==> src/rtl/dmac_pkg.sv <==
// Shared types and constants for the DMA copy engine: FSM state encoding,
// response codes and the burst sizing helper.
package dmac_pkg;

  typedef enum logic [2:0] {
    IDLE  = 3'd0,
    RREQ  = 3'd1,
    RDATA = 3'd2,
    WREQ  = 3'd3,
    WDATA = 3'd4,
    WRESP = 3'd5
  } state_t;

  localparam logic [1:0] RESP_OKAY      = 2'b00;
  localparam int         BYTES_PER_BEAT = 4;
  localparam int         BEAT_SHIFT     = $clog2(BYTES_PER_BEAT);
  localparam int         BEAT_CNT_W     = 5;

  // Beats in the next burst: whatever is left, capped at the burst limit.
  function automatic logic [BEAT_CNT_W-1:0] burst_beats(input logic [13:0] rem,
                                                        input int          max_burst);
    if (rem >= 14'(max_burst)) return BEAT_CNT_W'(max_burst);
    else                       return rem[BEAT_CNT_W-1:0];
  endfunction

endpackage

==> src/rtl/dmac_if.sv <==
// AXI-style read/write bus between the copy engine (master) and memory (slave).
// A beat transfers on a rising clk edge where valid and ready are both 1; a source
// that raises valid holds valid and its payload unchanged until that edge, ready may toggle freely.
interface dmac_if #(parameter int DATA_W = 32);

  logic              arvalid;
  logic              arready;
  logic [31:0]       araddr;
  logic [3:0]        arlen;

  logic              rvalid;
  logic              rready;
  logic [DATA_W-1:0] rdata;
  logic [1:0]        rresp;
  logic              rlast;

  logic              awvalid;
  logic              awready;
  logic [31:0]       awaddr;
  logic [3:0]        awlen;

  logic              wvalid;
  logic              wready;
  logic [DATA_W-1:0] wdata;
  logic              wlast;

  logic              bvalid;
  logic              bready;
  logic [1:0]        bresp;

  modport master (
    output arvalid, araddr, arlen, rready, awvalid, awaddr, awlen,
           wvalid, wdata, wlast, bready,
    input  arready, rvalid, rdata, rresp, rlast, awready, wready, bvalid, bresp
  );

  modport slave (
    input  arvalid, araddr, arlen, rready, awvalid, awaddr, awlen,
           wvalid, wdata, wlast, bready,
    output arready, rvalid, rdata, rresp, rlast, awready, wready, bvalid, bresp
  );

endinterface

==> src/rtl/dmac_fifo.sv <==
// Synchronous FIFO holding one read burst until it is written out.
// Pushes when full and pops when empty are dropped.
module dmac_fifo #(
  parameter int DEPTH = 16,
  parameter int WIDTH = 32
) (
  input  logic             clk,
  input  logic             rst_n,
  input  logic             i_push,
  input  logic [WIDTH-1:0] i_data,
  input  logic             i_pop,
  output logic [WIDTH-1:0] o_data,
  output logic             o_full,
  output logic             o_empty
);

  localparam int AW = $clog2(DEPTH);

  logic [AW:0]      r_wr_ptr;
  logic [AW:0]      r_rd_ptr;
  logic [WIDTH-1:0] r_mem [DEPTH];
  logic             w_do_push;
  logic             w_do_pop;

  assign w_do_push = i_push && !o_full;
  assign w_do_pop  = i_pop && !o_empty;

  always_ff @(posedge clk or negedge rst_n) begin
    if (!rst_n) begin
      r_wr_ptr <= '0;
      r_rd_ptr <= '0;
    end else begin
      if (w_do_push) r_wr_ptr <= r_wr_ptr + {{AW{1'b0}}, 1'b1};
      if (w_do_pop)  r_rd_ptr <= r_rd_ptr + {{AW{1'b0}}, 1'b1};
    end
  end

  // Storage needs no reset: the pointers alone define what is valid.
  always_ff @(posedge clk) begin
    if (w_do_push) r_mem[r_wr_ptr[AW-1:0]] <= i_data;
  end

  assign o_data  = r_mem[r_rd_ptr[AW-1:0]];
  assign o_empty = (r_wr_ptr == r_rd_ptr);
  assign o_full  = (r_wr_ptr[AW-1:0] == r_rd_ptr[AW-1:0]) && (r_wr_ptr[AW] != r_rd_ptr[AW]);

endmodule

==> src/rtl/dmac_engine.sv <==
// DMA copy engine: per start pulse, reads src in INCR bursts into a FIFO and writes them to dst.
// Optional DMAC_ENGINE_ERR_EN: non-OKAY read/write responses set err_o and stop after the current burst.
module dmac_engine
  import dmac_pkg::*;
#(
  parameter int MAX_BURST = 16,
  parameter int DATA_W    = 32
) (
  input  logic        clk,
  input  logic        rst_n,
  input  logic [31:0] src_addr_i,
  input  logic [31:0] dst_addr_i,
  input  logic [15:0] byte_len_i,
  input  logic        start_i,
  output logic        done_o,
  output logic        err_o,
  output state_t      dbg_state_o,
  dmac_if.master      bus
);

  state_t                r_state;
  logic [31:0]           r_src;
  logic [31:0]           r_dst;
  logic [13:0]           r_rem;
  logic [BEAT_CNT_W-1:0] r_burst;
  logic [BEAT_CNT_W-1:0] r_rcnt;
  logic [BEAT_CNT_W-1:0] r_wcnt;
  logic                  r_arvalid;
  logic                  r_rready;
  logic                  r_awvalid;
  logic                  r_bready;
  logic                  r_done;
  logic                  r_err;
  logic [31:0]           r_araddr;
  logic [31:0]           r_awaddr;
  logic [3:0]            r_arlen;
  logic [3:0]            r_awlen;

  logic                  w_push;
  logic                  w_pop;
  logic                  w_fifo_full;
  logic                  w_fifo_empty;
  logic [DATA_W-1:0]     w_fifo_data;
  logic                  w_wvalid;
  logic                  w_wlast;
  logic                  w_r_err;
  logic                  w_b_err;
  logic [13:0]           w_rem_next;
  logic [31:0]           w_step;
  logic [31:0]           w_src_next;
  logic [31:0]           w_dst_next;
  logic [BEAT_CNT_W-1:0] w_next_burst;
  logic [BEAT_CNT_W-1:0] w_start_burst;
  logic                  w_stop;
  logic                  w_unused_ok;

  dmac_fifo #(
    .DEPTH (MAX_BURST),
    .WIDTH (DATA_W)
  ) u_fifo (
    .clk     (clk),
    .rst_n   (rst_n),
    .i_push  (w_push),
    .i_data  (bus.rdata),
    .i_pop   (w_pop),
    .o_data  (w_fifo_data),
    .o_full  (w_fifo_full),
    .o_empty (w_fifo_empty)
  );

  assign w_push   = r_rready && bus.rvalid;
  assign w_wvalid = (r_state == WDATA) && !w_fifo_empty;
  assign w_pop    = w_wvalid && bus.wready;
  // Last write beat is counted against beats actually received, since rlast ends the read.
  assign w_wlast  = (r_wcnt == (r_rcnt - 5'd1));

`ifdef DMAC_ENGINE_ERR_EN
  assign w_r_err     = w_push && (bus.rresp != RESP_OKAY);
  assign w_b_err     = bus.bresp != RESP_OKAY;
  assign err_o       = r_err;
  assign w_unused_ok = ^{src_addr_i[1:0], dst_addr_i[1:0], byte_len_i[1:0]};
`else
  assign w_r_err     = 1'b0;
  assign w_b_err     = 1'b0;
  assign err_o       = 1'b0;
  assign w_unused_ok = ^{src_addr_i[1:0], dst_addr_i[1:0], byte_len_i[1:0],
                         bus.rresp, bus.bresp};
`endif

  assign w_rem_next    = r_rem - 14'(r_burst);
  assign w_step        = 32'(r_burst) << BEAT_SHIFT;
  assign w_src_next    = r_src + w_step;
  assign w_dst_next    = r_dst + w_step;
  assign w_next_burst  = burst_beats(w_rem_next, MAX_BURST);
  assign w_start_burst = burst_beats(byte_len_i[15:2], MAX_BURST);
  assign w_stop        = (w_rem_next == 14'd0) || r_err || w_b_err;

  always_ff @(posedge clk or negedge rst_n) begin
    if (!rst_n) begin
      r_state   <= IDLE;
      r_src     <= '0;
      r_dst     <= '0;
      r_rem     <= '0;
      r_burst   <= '0;
      r_rcnt    <= '0;
      r_wcnt    <= '0;
      r_arvalid <= 1'b0;
      r_rready  <= 1'b0;
      r_awvalid <= 1'b0;
      r_bready  <= 1'b0;
      r_done    <= 1'b1;
      r_err     <= 1'b0;
      r_araddr  <= '0;
      r_awaddr  <= '0;
      r_arlen   <= '0;
      r_awlen   <= '0;
    end else begin
      case (r_state)
        IDLE: begin
          if (start_i) begin
            r_src <= {src_addr_i[31:2], 2'b00};
            r_dst <= {dst_addr_i[31:2], 2'b00};
            r_rem <= byte_len_i[15:2];
            r_err <= 1'b0;
            if (byte_len_i[15:2] != 14'd0) begin
              r_burst   <= w_start_burst;
              r_araddr  <= {src_addr_i[31:2], 2'b00};
              r_arlen   <= 4'(w_start_burst - 5'd1);
              r_arvalid <= 1'b1;
              r_done    <= 1'b0;
              r_state   <= RREQ;
            end
          end
        end
        RREQ: begin
          if (bus.arready) begin
            r_arvalid <= 1'b0;
            r_rready  <= 1'b1;
            r_rcnt    <= '0;
            r_state   <= RDATA;
          end
        end
        RDATA: begin
          if (w_push && !w_fifo_full) r_rcnt <= r_rcnt + 5'd1;
          if (w_r_err) r_err <= 1'b1;
          if (w_push && bus.rlast) begin
            r_rready  <= 1'b0;
            r_awvalid <= 1'b1;
            r_awaddr  <= r_dst;
            r_awlen   <= 4'(r_burst - 5'd1);
            r_wcnt    <= '0;
            r_state   <= WREQ;
          end
        end
        WREQ: begin
          if (bus.awready) begin
            r_awvalid <= 1'b0;
            r_state   <= WDATA;
          end
        end
        WDATA: begin
          if (w_pop) begin
            r_wcnt <= r_wcnt + 5'd1;
            if (w_wlast) begin
              r_bready <= 1'b1;
              r_state  <= WRESP;
            end
          end
        end
        WRESP: begin
          if (bus.bvalid) begin
            r_bready <= 1'b0;
            r_src    <= w_src_next;
            r_dst    <= w_dst_next;
            r_rem    <= w_rem_next;
            if (w_b_err) r_err <= 1'b1;
            if (w_stop) begin
              r_done  <= 1'b1;
              r_state <= IDLE;
            end else begin
              r_burst   <= w_next_burst;
              r_araddr  <= w_src_next;
              r_arlen   <= 4'(w_next_burst - 5'd1);
              r_arvalid <= 1'b1;
              r_state   <= RREQ;
            end
          end
        end
        default: r_state <= IDLE;
      endcase
    end
  end

  assign bus.arvalid = r_arvalid;
  assign bus.araddr  = r_araddr;
  assign bus.arlen   = r_arlen;
  assign bus.rready  = r_rready;
  assign bus.awvalid = r_awvalid;
  assign bus.awaddr  = r_awaddr;
  assign bus.awlen   = r_awlen;
  assign bus.wvalid  = w_wvalid;
  assign bus.wdata   = w_fifo_data;
  assign bus.wlast   = w_wvalid && w_wlast;
  assign bus.bready  = r_bready;

  assign done_o      = r_done;
  assign dbg_state_o = r_state;

endmodule

==> src/flat_wrapper.sv <==
// flat-port wrapper written by rule: the top's interface ports become plain ports
module dmac_engine_flat import dmac_pkg::*;
#(
  parameter int MAX_BURST = 16,
  parameter int DATA_W    = 32
)
  (clk, rst_n, src_addr_i, dst_addr_i, byte_len_i, start_i, done_o, err_o, dbg_state_o, bus_arvalid, bus_araddr, bus_arlen, bus_rready, bus_awvalid, bus_awaddr, bus_awlen, bus_wvalid, bus_wdata, bus_wlast, bus_bready, bus_arready, bus_rvalid, bus_rdata, bus_rresp, bus_rlast, bus_awready, bus_wready, bus_bvalid, bus_bresp);
  dmac_if #(.DATA_W(DATA_W)) bus_i ();
  input  logic clk;
  input  logic rst_n;
  input  logic [31:0] src_addr_i;
  input  logic [31:0] dst_addr_i;
  input  logic [15:0] byte_len_i;
  input  logic start_i;
  output logic done_o;
  output logic err_o;
  output state_t dbg_state_o;
  output wire logic [$bits(bus_i.arvalid)-1:0] bus_arvalid;
  output wire logic [$bits(bus_i.araddr)-1:0] bus_araddr;
  output wire logic [$bits(bus_i.arlen)-1:0] bus_arlen;
  output wire logic [$bits(bus_i.rready)-1:0] bus_rready;
  output wire logic [$bits(bus_i.awvalid)-1:0] bus_awvalid;
  output wire logic [$bits(bus_i.awaddr)-1:0] bus_awaddr;
  output wire logic [$bits(bus_i.awlen)-1:0] bus_awlen;
  output wire logic [$bits(bus_i.wvalid)-1:0] bus_wvalid;
  output wire logic [$bits(bus_i.wdata)-1:0] bus_wdata;
  output wire logic [$bits(bus_i.wlast)-1:0] bus_wlast;
  output wire logic [$bits(bus_i.bready)-1:0] bus_bready;
  input wire logic [$bits(bus_i.arready)-1:0] bus_arready;
  input wire logic [$bits(bus_i.rvalid)-1:0] bus_rvalid;
  input wire logic [$bits(bus_i.rdata)-1:0] bus_rdata;
  input wire logic [$bits(bus_i.rresp)-1:0] bus_rresp;
  input wire logic [$bits(bus_i.rlast)-1:0] bus_rlast;
  input wire logic [$bits(bus_i.awready)-1:0] bus_awready;
  input wire logic [$bits(bus_i.wready)-1:0] bus_wready;
  input wire logic [$bits(bus_i.bvalid)-1:0] bus_bvalid;
  input wire logic [$bits(bus_i.bresp)-1:0] bus_bresp;
  assign bus_arvalid = bus_i.arvalid;
  assign bus_araddr = bus_i.araddr;
  assign bus_arlen = bus_i.arlen;
  assign bus_rready = bus_i.rready;
  assign bus_awvalid = bus_i.awvalid;
  assign bus_awaddr = bus_i.awaddr;
  assign bus_awlen = bus_i.awlen;
  assign bus_wvalid = bus_i.wvalid;
  assign bus_wdata = bus_i.wdata;
  assign bus_wlast = bus_i.wlast;
  assign bus_bready = bus_i.bready;
  assign bus_i.arready = bus_arready;
  assign bus_i.rvalid = bus_rvalid;
  assign bus_i.rdata = bus_rdata;
  assign bus_i.rresp = bus_rresp;
  assign bus_i.rlast = bus_rlast;
  assign bus_i.awready = bus_awready;
  assign bus_i.wready = bus_wready;
  assign bus_i.bvalid = bus_bvalid;
  assign bus_i.bresp = bus_bresp;
  dmac_engine #(.MAX_BURST(MAX_BURST), .DATA_W(DATA_W)) u_core (.clk(clk), .rst_n(rst_n), .src_addr_i(src_addr_i), .dst_addr_i(dst_addr_i), .byte_len_i(byte_len_i), .start_i(start_i), .done_o(done_o), .err_o(err_o), .dbg_state_o(dbg_state_o), .bus(bus_i));
endmodule
==> config.mk <==
export PLATFORM = sky130hd
export DESIGN_NAME = dmac_engine_flat
export DESIGN_NICKNAME = d
export VERILOG_FILES = /design/src/rtl/dmac_pkg.sv /design/src/rtl/dmac_if.sv /design/src/rtl/dmac_fifo.sv /design/src/rtl/dmac_engine.sv /design/src/flat_wrapper.sv
export SDC_FILE = /design/constraint.sdc
export NUM_CORES = 1
export LEC_CHECK = 0
export BUFFER_PORTS_ARGS = -buffer_cell sky130_fd_sc_hd__buf_4
export CORE_ASPECT_RATIO = 1.1
export CORE_MARGIN = 5
export CORE_UTILIZATION = 50
export CTS_CLUSTER_SIZE = 16
export DETAILED_ROUTE_END_ITERATION = 12
export PLACE_DENSITY_LB_ADDON = 0.1
export REMOVE_ABC_BUFFERS = 1
export SLEW_MARGIN = 20
export SYNTH_ARGS = -nofsm -noshare
export SYNTH_HDL_FRONTEND = slang
export SYNTH_SLANG_ARGS = --single-unit
==> constraint.sdc <==
create_clock -name clk -period 3.1 [get_ports clk]
set_input_delay 0.62 -clock clk [delete_from_list [all_inputs] [get_ports clk]]
set_output_delay 0.62 -clock clk [all_outputs]
set_load 0.01 [all_outputs]
# --- After elaboration in Yosys (flattened, before gate mapping) ---
# Memories as Yosys holds them, arrays and structs flattened.
# Index checks and enable logic that the tools add are counted.
word_totals:
  word_cells: 147
  output_inout_bits: 115
  reg_bits: 183
  n_memories: 1
  ram_bits: 512
memory_table:
  columns: ["name", "depth", "width", "rd", "rd_ports_with_merged_regs", "write_ports", "line_no", "text"]
  rows:
  - ["u_core.u_fifo.r_mem", 16, 32, 1, 0, 1, "dmac_fifo.sv:21", "logic [WIDTH-1:0] r_mem [DEPTH];"]
op_classes:
  n_reduce_logical: 30
  n_addsub: 11
  n_eq_ne: 20
  magnitude_cmp: 2
  n_mux: 65
op_table:
  columns: ["operator", "count"]
  rows:
  - ["two-way mux 32 bit", 8]
  - ["case mux 32 bit (2 select lines)", 3]
  - ["adder 32 x 7 -> 32 bit", 2]
  - ["two-way mux 5 bit", 10]
  - ["case mux 5 bit (2 select lines)", 3]
  - [">= comparator 14 x 5 -> 1 bit (second input constant)", 2]
  - ["two-way mux 14 bit", 2]
  - ["case mux 14 bit (2 select lines)", 1]
  - ["two-way mux 3 bit", 8]
  - ["adder 5 x 1 -> 5 bit (second input constant)", 4]
  - ["two-way mux 1 bit", 19]
  - ["case mux 3 bit (6 select lines)", 1]
  - ["two-way mux 4 bit", 4]
  - ["AND reduction 3 bit", 5]
  - ["zero test 14 bit", 1]
  - ["inequality test 2 bit (second input constant)", 7]
  - ["nonzero test 14 bit", 1]
  - ["subtractor 14 x 5 -> 14 bit", 1]
  - ["subtractor 4 x 1 -> 4 bit (second input constant)", 3]
  - ["equality test 5 bit", 2]
  - ["AND reduction 5 bit", 2]
  - ["nonzero test 2 bit", 5]
  - ["logical AND 1 bit", 8]
  - ["inequality test 2 x 1 -> 1 bit (second input constant)", 4]
  - ["16 further kinds", 22]

# --- Longest topological paths before layout ---
# Gate-level depths: netlist of run 1.
depth:
  word_depth: 7
  mapped_depth: 12

# --- Modules after synthesis ---
# Synthesis of run 1 repeated with hierarchy kept, for this count alone.
hier_totals:
  cells_unflattened: 1955
  area_unflattened_um2: 29623.4
by_module_without_submodules:
  columns: ["mod", "area_per_inst_um2", "cells_each", "n_inst"]
  rows:
  - ["dmac_fifo", 20154.3, 930, 1]
  - ["dmac_engine", 9469.1, 1025, 1]

# --- Worst setup path before layout of run 1 ---
# OpenSTA, ideal clock, no wires.
synth_path:
  path_type: "register to register"
  start: "register u_core.r_burst[0]"
  end: "register u_core.r_arlen[2], in the netlist u_core.bus.arlen[2]"
  arrival_ns: 2.927
  setup_slack_ns: 0.048
  n_path_buf: 0
  setup_time_ns: 0.125
  stages_incl_launch_ff: 12
  synth_period_minus_slack_ns: 3.052
  path_cell_list: "dfrtp_1 > ha_1 > fa_1 > nand2b_1 > a21oi_1 > a2111oi_0 > a311o_1 > nand3_1 > a2bb2oi_1 > ha_1 > xnor2_1 > mux2_4"
synth_via:
  elab_chain_len: 7
  word_cells_on_any_way: 10
synth_rtl:
  columns: ["element", "line_no", "text"]
  rows:
  - ["start: declaration", "dmac_engine.sv:25", "logic [BEAT_CNT_W-1:0] r_burst;"]
  - ["start signal: assignment", "dmac_engine.sv:126", "r_burst <= w_start_burst;"]
  - ["start signal: assignment", "dmac_engine.sv:181", "r_burst <= w_next_burst;"]
  - ["subtractor 14 x 5 -> 14 bit *", "dmac_engine.sv:90", "assign w_rem_next = r_rem - 14'(r_burst);"]
  - [">= comparator 14 x 5 -> 1 bit", "dmac_pkg.sv:22", "if (rem >= 14'(max_burst)) return BEAT_CNT_W'(max_burst);"]
  - ["two-way mux 5 bit", "dmac_pkg.sv:22", null]
  - ["subtractor 4 x 1 -> 4 bit", "dmac_engine.sv:183", "r_arlen <= 4'(w_next_burst - 5'd1);"]
  - ["two-way mux 4 bit", "dmac_engine.sv:177", "if (w_stop) begin"]
  - ["two-way mux 4 bit", "dmac_engine.sv:171", "if (bus.bvalid) begin"]
  - ["case mux 4 bit (2 select lines)", "dmac_engine.sv:118", "case (r_state)"]
  - ["end signal: assignment", "dmac_engine.sv:128", "r_arlen <= 4'(w_start_burst - 5'd1);"]
  - ["end signal: assignment", "dmac_engine.sv:183", null]
  - ["end: declaration", "dmac_engine.sv:36", "logic [3:0] r_arlen;"]
# Every way passes the cells marked *; elsewhere a longest branch is shown, timed or not. The select of a mux whose other input is x is not followed.
# A chain may end at the register's enable or synchronous reset.

# --- Final worst setup path of run 1 ---
layout_path:
  start: "register u_core.u_fifo.r_rd_ptr[0]"
  end: "output bus_wdata[16]"
layout_via:
  elab_chain_len: 1
layout_rtl:
  columns: ["element", "line_no", "text"]
  rows:
  - ["start: declaration", "dmac_fifo.sv:20", "logic [AW:0] r_rd_ptr;"]
  - ["start signal: assignment", "dmac_fifo.sv:34", "if (w_do_pop) r_rd_ptr <= r_rd_ptr + {{AW{1'b0}}, 1'b1};"]
  - ["memory (16 x 32 bit)", null, null]
  - ["end: declaration", "flat_wrapper.sv:26", "output wire logic [$bits(bus_i.wdata)-1:0] bus_wdata;"]
# Every way passes these cells.

==> reports/results.tsv, run 1 <==
metric	value	unit
fill_cells	4306	
cts_buffers	72	
synth-seq-cells	691	
drive_gt1_frac	0.3255	
period_needed	3.281	ns
critPathRequiredTime	2.48	ns
area_delta_synth_final	21.54	%
synth_cell_types	78	
antenna_found_initial	3	
critical_path_arrival	2.66	ns
synth_compound_area_frac	0.06233	
synthFlopType	edfxtp_1	
worst_skew_pair.late_latency	0.61	ns
p_leak	12.88	nW
r2r_start	u_core.u_fifo.r_rd_ptr[0]$_DFFE_PN0P_	
root_buffer	clkbuf_16	
synth_top_family_by_area	multiplexers	
max_freq	304.7	MHz
cts_tree	done	
synth-edff-count	512	
layout_common_cells	edfxtp_1 (512), buf_4 (248), dfrtp_1 (174)	
finalNonFillerCells	2887	
relSlewSlack	0.4484	
hold_viol_final	0	
yosysWarnings	0	
finalCritPeriodShare	1.059	
rows	93	
crit_path_end_kind	output port	
hold-path-cell-count	2	
drt-wirelength-per-cell	24.39	um
gp_congestion	0.8199	
route.detailed.drc	0	
worst_pin_slew	0.8199	ns
maxCapViolations	0	
grt_max_degree	64	
grtUsageTotal	0.2219	
startpoint_type	flip-flop	
core-area	0.05830	sq mm
synth_xor_area_frac	0.01678	
worst_slack	-0.1815	ns
clk_path_buf_depth	3	
synth_seq_area_share	0.6793	
place_inst	2730	
synthArstFlopShare	0.2590	
synth.area.top_cells	edfxtp_1 (53%), dfrtp_1 (15%), mux4_2 (12%)	
rrSetupSlack	0.10	ns
swShare	0.3086	
initial_core_util	0.5014	
layout_commonest_cell	edfxtp_1	
synthMuxAreaShare	0.1529	
grt_overflow	0	
syn_inst	1761	
hp-start	bus_bvalid	
dp_hpwl	42.77	mm
hp-class	primary input to flip-flop	
power.density	908.6	mW/mm^2
setup_violations	32	
fp.dieArea	0.06340	sq mm
io_pins	240	
port_buffers	226	
fin_area	0.03552	sq mm
finalMaxSlewViolations	0	
synth-simple-area-share	0.05642	
clk_pin_slew	0.06	ns
die_w	240.5	um
pre_cts_slack	0.02626	ns
first_global_vias	17790	
yosys.area.top_type_share	0.5260	
r2r-end	u_core.u_fifo.r_mem[15][15]$_DFFE_PP_	
fin_skew	0.02130	ns
status	finished, violations left	
ir_worst_vdd	488.3	uV
rr_worst_depth	9	
synth_fa_ha_area_frac	0.01276	
wirelength	70.40	mm
rsz0062_at_grt	yes	
violations	negative setup slack	
comb_power_share	0.346	
min_to	u_core.bus.bready$_DFFE_PN0P_	
detail_route.vias_per_cell	5.798	
p_int	22.32	mW
die_h	263.6	um
syn_area	0.02923	sq mm
ant_nets	0	
drt-pass1-iter-count	5	
numClockSinks	691	
power.switching	9.960	mW
placed_cell_area	0.03253	sq mm
grt_pass1_wl	107.6	mm
clkPwrFrac	0.259	
finalNetCount	2222	
cts_max_level	3	
avgSynthCellArea	16.60	sq um
dr_total_vias	16740	
synth_area_leader_cell	edfxtp_1	
seq_power_share	0.395	
crit_type	flip-flop to output port	
drtIter0Drc	1190	
crit_fanout	7	
[synth_stat cells (all sizes together) (13+ instances only)]
cell and number:
a21o 14, a21oi 86, a2bb2oi 14, a31oi 13, and2 27, and3 19
buf 27, clkbuf 73, dfrtp 178, edfxtp 512, ha 25, inv 35
mux2 51, mux2i 23, mux4 160, nand2 103, nand3 28, nor2 62
nor3 29, o21ai 75, o22ai 14, xnor2 39, xor2 17
[cell families after synthesis]
group / Yosys count
XOR/XNOR: 56
buffers and inverters: 135
AND/OR/NAND/NOR: 326
flip-flops: 691
multiplexers: 234
other: 1
adder cells (fa/ha/maj): 28
AO/OA/AOI/OAI: 290
[power groups by stage]
| stage | clock [mW] | sequential, mW | combinational (mW) |
|---|---|---|---|
| floorplan | 0 | 13.3 | 5.68 |
| global placement | 0 | 12.9 | 10.0 |
| detailed placement | 0 | 13.0 | 10.2 |
| CTS | 8.58 | 12.7 | 10.8 |
| global route | 8.98 | 12.9 | 12.1 |
| finish | 8.37 | 12.7 | 11.2 |
[worst max-delay path by stage]
stage | to | slack [ns] | from | cells past startpoint
4_1_cts | bus_wdata[13] | -0.22 | u_core.u_fifo.r_rd_ptr[0]$_DFFE_PN0P_ | 5
6_report | bus_wdata[16] | -0.18 | u_core.u_fifo.r_rd_ptr[0]$_DFFE_PN0P_ | 6
2_1_floorplan | u_core.u_fifo.r_mem[0][0]$_DFFE_PP_ | -3.98 | u_core.u_fifo.r_rd_ptr[0]$_DFFE_PN0P_ | 5
3_3_place_gp | u_core.u_fifo.r_mem[15][17]$_DFFE_PP_ | 0.06 | u_core.u_fifo.r_rd_ptr[0]$_DFFE_PN0P_ | 7
3_5_place_dp | u_core.u_fifo.r_mem[15][27]$_DFFE_PP_ | 0.03 | u_core.u_fifo.r_rd_ptr[0]$_DFFE_PN0P_ | 7
5_1_grt | bus_wdata[25] | -0.24 | u_core.u_fifo.r_rd_ptr[0]$_DFFE_PN0P_ | 5
[routing by layer]
metal  part of all wire  vias to the layer above  track usage
met4              0.016                        4      0.05460
li1                   -                     7565            -
met5            0.00041                        -            0
met2               0.53                      471       0.3830
met3              0.062                       81      0.04819
met1               0.40                     8617       0.2889
[sequential cells by signal, indices dropped and copies added (netlist names)]
| signal | count |
|---|---|
| u_core.u_fifo.r_mem | 512 |
| u_core.bus.araddr | 32 |
| u_core.r_src | 32 |
| u_core.bus.awaddr | 30 |
| u_core.r_dst | 30 |
| u_core.r_rem | 14 |
| u_core.r_burst | 5 |
| u_core.r_rcnt | 5 |
| u_core.r_wcnt | 5 |
| u_core.u_fifo.r_rd_ptr | 5 |
| u_core.u_fifo.r_wr_ptr | 5 |
| u_core.bus.arlen | 4 |
| u_core.bus.awlen | 4 |
| u_core.dbg_state_o | 3 |
| u_core.bus.arvalid | 1 |
| u_core.bus.awvalid | 1 |
| u_core.bus.bready | 1 |
| u_core.bus.rready | 1 |
| u_core.done_o | 1 |
[through the flow]
step	setup TNS, ns	power [mW]	utilization	hold slack, ns
6_report	-4.389	32.28	0.6094	0.2061
5_1_grt	-6.708	34.00	0.6093	0.1875
4_1_cts	-5.809	32.11	0.6029	0.1775
3_5_place_dp	0	23.14	0.5581	0.4670
3_3_place_gp	0	22.95	0.5581	0.4614
2_1_floorplan	-2285.09	18.99	-	0.3244
[worst max-delay path, cell delays in order, from the launching register on]
cell,delay (ns)
dfrtp_4,0.42
buf_12,0.16
buf_12,0.15
buf_16,0.14
mux4_2,0.51
mux4_2,0.52
buf_6,0.15
[cell type report]
type                            count  area (sq um)  share of cell area
Sequential cell                   691         19870              0.5592
Multi-Input combinational cell    937          8937              0.2516
Timing Repair Buffer              332          3351             0.09432
Clock buffer                       89          1908             0.05371
Tap cell                          760         950.9             0.02677
Clock inverter                     42         377.9             0.01064
Inverter                           35         131.4            0.003698
Antenna cell                        1         2.502          0.00007044
[timing repair]
| item | in CTS | in global routing |
|---|---|---|
| setup endpoints to repair | 93 | 58 |
| pin swaps | 0 | 4 |
| cloned | 5 | 7 |
| gates resized for setup | 16 | 47 |
| buffers inserted | 6 | 7 |
| endpoints found under the hold margin | 44 | 0 |
| hold buffers | 1 | 0 |
No activity file was read; power rests on OpenSTA's default activity.
==> run 2, diff against run 1 <==
GPL_TIMING_DRIVEN = 0   (was default)
HOLD_SLACK_MARGIN = 0.02   (was default)
clock period = 3.21 ns   (was 3.1 ns; I/O delays follow)
==> run 2 against run 1 <==
The flow still finishes with violations (negative setup slack). Clock power decreased by 1%. Utilization shrank 0.16 points. Final area shrank 0.26%. Critical endpoint is now bus_wdata[8]. Sequential share of layout area up 0.17 points. Worst setup slack improved by 0.040 ns. Flip-flop and latch count unchanged. First-iteration DRC count is 12% lower. Wire length grew 3.3%.
==> reports/results.tsv, run 2 (same netlist as run 1, synthesis figures left out) <==
metric	value	unit	change
first_global_vias	17550		-1.4%
rows	93		unchanged
core-area	0.05830	sq mm	unchanged
maxCapViolations	0		unchanged
clkPwrFrac	0.260		about the same
die_w	240.5	um	unchanged
critical_path_arrival	2.71	ns	+0.05 ns
grtUsageTotal	0.2247		+0.002768
pre_cts_slack	-0.5457	ns	-0.5720 ns
finalPower	31.82	mW	-1.4%
finalNetCount	2187		-1.6%
p_int	21.97	mW	-1.5%
fp.dieArea	0.06340	sq mm	unchanged
finalMaxSlewViolations	0		unchanged
r2r_start	u_core.u_fifo.r_rd_ptr[1]$_DFFE_PN0P_		
hp-start	bus_bvalid		
fin_skew	0.01542	ns	-0.005882 ns
power.switching	9.850	mW	-1.1%
seq_power_share	0.389		-0.006
setup_violations	32		unchanged
worst_pin_slew	0.8484	ns	+0.02856 ns
drt-wirelength-per-cell	25.47	um	+4.5%
startpoint	u_core.u_fifo.r_rd_ptr[0]$_DFFE_PN0P_		
ir_worst_vdd	569.3	uV	+17%
startpoint_type	flip-flop		
hold_viol_final	0		unchanged
comb_power_share	0.351		+0.005
clk_pin_slew	0.06	ns	about the same
final_util	0.6078		-0.001567
grt_max_degree	89		+39%
drive_gt1_frac	0.3179		-0.007616
drt-pass1-iter-count	5		unchanged
cts_tree	done		
largest_reg_flops	512		unchanged
finalCritPeriodShare	1.044		
dr_total_vias	16770		+0.20%
io_pins	240		unchanged
max_freq	298.4	MHz	
worst_slack	-0.1413	ns	+0.04012 ns
area_delta_synth_final	21.23	%	
crit_path_end_kind	output port		
layout_commonest_cell	edfxtp_1		
fin_hold_ws	0.2332	ns	+0.02708 ns
layout_common_cells	edfxtp_1 (512), buf_4 (211), dfrtp_1 (171)		
crit_fanout	6		-1
p_leak	12.78	nW	-0.76%
swShare	0.3095		+0.0009120
numClockSinks	691		unchanged
cts_buffers	72		unchanged
rsz0062_at_grt	yes		
dp_hpwl	39.20	mm	-8.4%
crit_type	flip-flop to output port		
cts_max_level	3		unchanged
status	finished, violations left		
gp_congestion	0.8125		-0.90%
antenna_found_initial	7		+4
relSlewSlack	0.4292		-0.01922
clk_path_buf_depth	3		unchanged
period_needed	3.351	ns	
worst_skew_pair.late_latency	0.59	ns	-0.02 ns
setup_tns	-2.966	ns	+1.423 ns
violations	negative setup slack		
grt_pass1_wl	107.4	mm	-0.16%
hp-class	primary input to flip-flop		
power.density	898.2	mW/mm^2	-1.1%
critPathRequiredTime	2.57	ns	+0.09 ns
wirelength	72.75	mm	+3.3%
route.detailed.drc	0		unchanged
detail_route.vias_per_cell	5.873		+1.3%
root_buffer	clkbuf_16		
grt_overflow	0		unchanged
initial_core_util	0.5014		unchanged
die_h	263.6	um	unchanged
drtIter0Drc	1052		-12%
ant_nets	0		unchanged
port_buffers	226		unchanged
==> run 2: per-layer routing <==
metal  track usage  routed length (um)
met1        0.2879               27990
met3       0.05720                5267
met2        0.3803               37680
met5             0                  34
met4       0.06733                1787
==> run 2: cell type report <==
type	count	area, sq um
well taps	760	950.9
multi-input cells	946	9081
flip-flops and latches	691	19870
clock buffers	92	1951
clock inverters	40	377.9
fillers	4349	22860
inverters	35	131.4
repair buffers	288	3057
diodes	4	10.01
==> run 2: repair_timing <==
action	CTS	global route
buffers inserted	17	11
gates resized for setup	56	26
setup endpoints to repair	584	320
cloned	13	11
hold buffers	1	0
endpoints found under the hold margin	18	0
pin swaps	6	3
==> run 2: power by group through the flow <==
stage	clock network (mW)	logic [mW]	registers, mW
after detailed placement	0	9.42	12.7
after global routing	8.88	12.0	12.6
after CTS	8.49	10.8	12.4
after global placement	0	7.75	12.9
after floorplan	0	5.52	12.9
final	8.29	11.2	12.4
==> run 2: worst max-delay path: stages, from the launching register on <==
cell and delay, ns:
dfrtp_4 0.44, buf_12 0.16, buf_16 0.16, buf_12 0.13
mux4_2 0.50, mux4_2 0.55, buf_6 0.15
==> run 2: stage by stage <==
step	std cells	area, sq um
finish	2856	35430
global route	2855	35430
CTS	2830	35040
detailed placement	2667	32000
global placement	2649	31450
floorplan	1663	28800
==> run 2: worst paths after layout <==
kind / to / slack, ns / cells after the start
max in group asynchronous: u_core.u_fifo.r_rd_ptr[2]$_DFFE_PN0P_ / 1.62 / 4
hold reg to reg: u_core.r_src[6]$_DFFE_PN0P_ / 0.48 / 2
setup / recovery: bus_wdata[8] / -0.14 / 6
setup reg to reg: u_core.u_fifo.r_mem[1][26]$_DFFE_PP_ / 0.14 / 6
min in group asynchronous: u_core.r_dst[18]$_DFFE_PN0P_ / 0.47 / 2
hold / removal: u_core.bus.bready$_DFFE_PN0P_ / 0.23 / 2
==> run 3, diff against run 2 <==
CORE_MARGIN = 10   (was 5)
RECOVER_POWER = 25   (was default)
==> run 3 against run 2 <==
The flow still finishes with violations (negative setup slack). Critical path depth unchanged. Flip-flop and latch count unchanged. First-iteration DRC count increased by 16%. Clock skew increased by 0.00054 ns. Sequential share of layout area increased by 0.80 points. Utilization decreased by 0.086 points. Maximum frequency decreased by 0.21%. Critical path type unchanged. Largest cell class unchanged. Highest routed layer unchanged.
==> reports/results.tsv, run 3 (same netlist as run 1, synthesis figures left out) <==
metric	value	unit	change
maxCapViolations	0		unchanged
p_leak	12.52	nW	-2.0%
drt-wirelength-per-cell	25.21	um	-1.0%
grtUsageTotal	0.2058		-0.01885
pre_cts_slack	-0.6177	ns	-0.07191 ns
fin_skew	0.01596	ns	+0.0005405 ns
gp_congestion	0.8169		+0.54%
grt_overflow	0		unchanged
relSlewSlack	0.4312		+0.002048
cts_max_level	3		unchanged
critical_path_arrival	2.72	ns	about the same
cts_tree	done		
crit_type	flip-flop to output port		
initial_core_util	0.5078		+0.006463
finalNetCount	2175		-0.55%
io_pins	240		unchanged
crit_path_end_kind	output port		
crit_slowest_cell	mux4_2		
crit_chain	buf_16, buf_16, buf_8, mux4_2, mux4_2, buf_6		
drtIter0Drc	1220		+16%
core-area	0.05756	sq mm	-1.3%
layout_commonest_cell	edfxtp_1		
status	finished, violations left		
numClockSinks	691		unchanged
final_util	0.6069		-0.0008600
finalMaxSlewViolations	0		unchanged
max_stage_delay	0.57	ns	+0.02 ns
period_needed	3.359	ns	+0.007197 ns
die_h	273.6	um	+3.8%
worst_pin_slew	0.8475	ns	-0.0009345 ns
dp_hpwl	40.36	mm	+3.0%
fin_hold_ws	0.2327	ns	-0.0004740 ns
area_delta_synth_final	19.52	%	
max_freq	297.7	MHz	-0.21%
grt_max_degree	86		-3.4%
finalPower	31.05	mW	-2.4%
die_w	250.5	um	+4.2%
clk_path_buf_depth	3		unchanged
largest_reg_flops	512		unchanged
rsz0062_at_grt	yes		
clk_pin_slew	0.06	ns	about the same
power.density	888.7	mW/mm^2	-1.0%
hp-class	primary input to flip-flop		
layout_common_cells	edfxtp_1 (512), buf_4 (188), dfrtp_1 (171)		
fin_area	0.03493	sq mm	-1.4%
antenna_found_initial	8		+1
rows	92		-1.1%
root_buffer	clkbuf_16		
cts_buffers	73		+1.4%
dr_total_vias	16730		-0.23%
worst_skew_pair.late_latency	0.60	ns	about the same
setup_violations	26		-19%
grt_pass1_wl	107.8	mm	+0.31%
hold_viol_final	0		unchanged
drive_gt1_frac	0.2986		-0.01932
worst_slack	-0.1485	ns	-0.007197 ns
startpoint_type	flip-flop		
placed_cell_area	0.03201	sq mm	about the same
route.detailed.drc	0		unchanged
wirelength	71.44	mm	-1.8%
first_global_vias	17630		+0.47%
finalCritPeriodShare	1.046		+0.002242
critPathRequiredTime	2.57	ns	about the same
crit_fanout	5		-1
ant_nets	0		unchanged
port_buffers	226		unchanged
violations	negative setup slack		
drt-pass1-iter-count	5		unchanged
fp.dieArea	0.06854	sq mm	+8.1%
detail_route.vias_per_cell	5.905		+0.55%
ir_worst_vdd	511.7	uV	-10%
## run 3: cell count changes in the layout (fill, tap and decap cells not counted), sizes merged, moves of 3 or more
cell,delta
buf,-31
clkbuf,+30
and2,-7
clkinv,+7
bufinv,-6
inv,-3
## run 3: final cells by class
type | count | area (sq um)
timing repair buffer | 282 | 2719
multi-input combinational | 939 | 9019
antenna | 2 | 5.005
tap | 752 | 940.9
inverter | 35 | 131.4
clock buffer | 97 | 2009
sequential | 691 | 19870
clock inverter | 36 | 234.0
fill | 4322 | 22620
## run 3: worst paths after layout
path / startpoint / to / slack (ns) / cells after the start
worst max-delay path: u_core.u_fifo.r_rd_ptr[0]$_DFFE_PN0P_ / bus_wdata[29] / -0.15 / 6
worst min-delay path: bus_bvalid / u_core.bus.bready$_DFFE_PN0P_ / 0.23 / 2
worst max register to register: u_core.r_burst[0]$_DFFE_PN0P_ / u_core.dbg_state_o[0]$_DFFE_PN0P_ / 0.13 / 9
worst min register to register: u_core.bus.awaddr[20]$_DFFE_PN0P_ / u_core.bus.awaddr[20]$_DFFE_PN0P_ / 0.49 / 2
max in group asynchronous: rst_n / u_core.u_fifo.r_rd_ptr[2]$_DFFE_PN0P_ / 1.63 / 4
min in group asynchronous: rst_n / u_core.bus.awaddr[17]$_DFFE_PN0P_ / 0.45 / 2
## run 3: timing repair
action | in CTS | in global routing
setup endpoints to repair | 203 | 70
endpoints found under the hold margin | 15 | 0
hold buffers | 1 | 0
gates cloned | 13 | 3
setup buffers | 21 | 5
pin swaps | 2 | 1
gates resized for setup | 62 | 12
## run 3: stage by stage
step	std cells	TNS [ns]
final	2834	-2.584
after global placement	2641	-4428.47
after global routing	2833	-4.410
after floorplan	1663	-2211.40
after detailed placement	2660	-21.63
after CTS	2828	-4.628
## run 3: metal layers
layer | global-route usage | part of all wire
met3 | 0.05036 | 0.066
met4 | 0.05567 | 0.018
met5 | 0 | 0.0013
met2 | 0.3541 | 0.51
met1 | 0.2561 | 0.41
## run 3: power by group
group	internal [mW]	switching (mW)
logic	5.53	5.23
clock network	4.50	3.42
registers	11.3	1.09
total	21.3	9.74
## run 3: worst max-delay path, delay by kind of cell, from the launching register on
kind / cells / cell delay, ns
multiplexers: 2 / 0.99
flip-flops: 1 / 0.52
buffers and inverters: 4 / 0.60
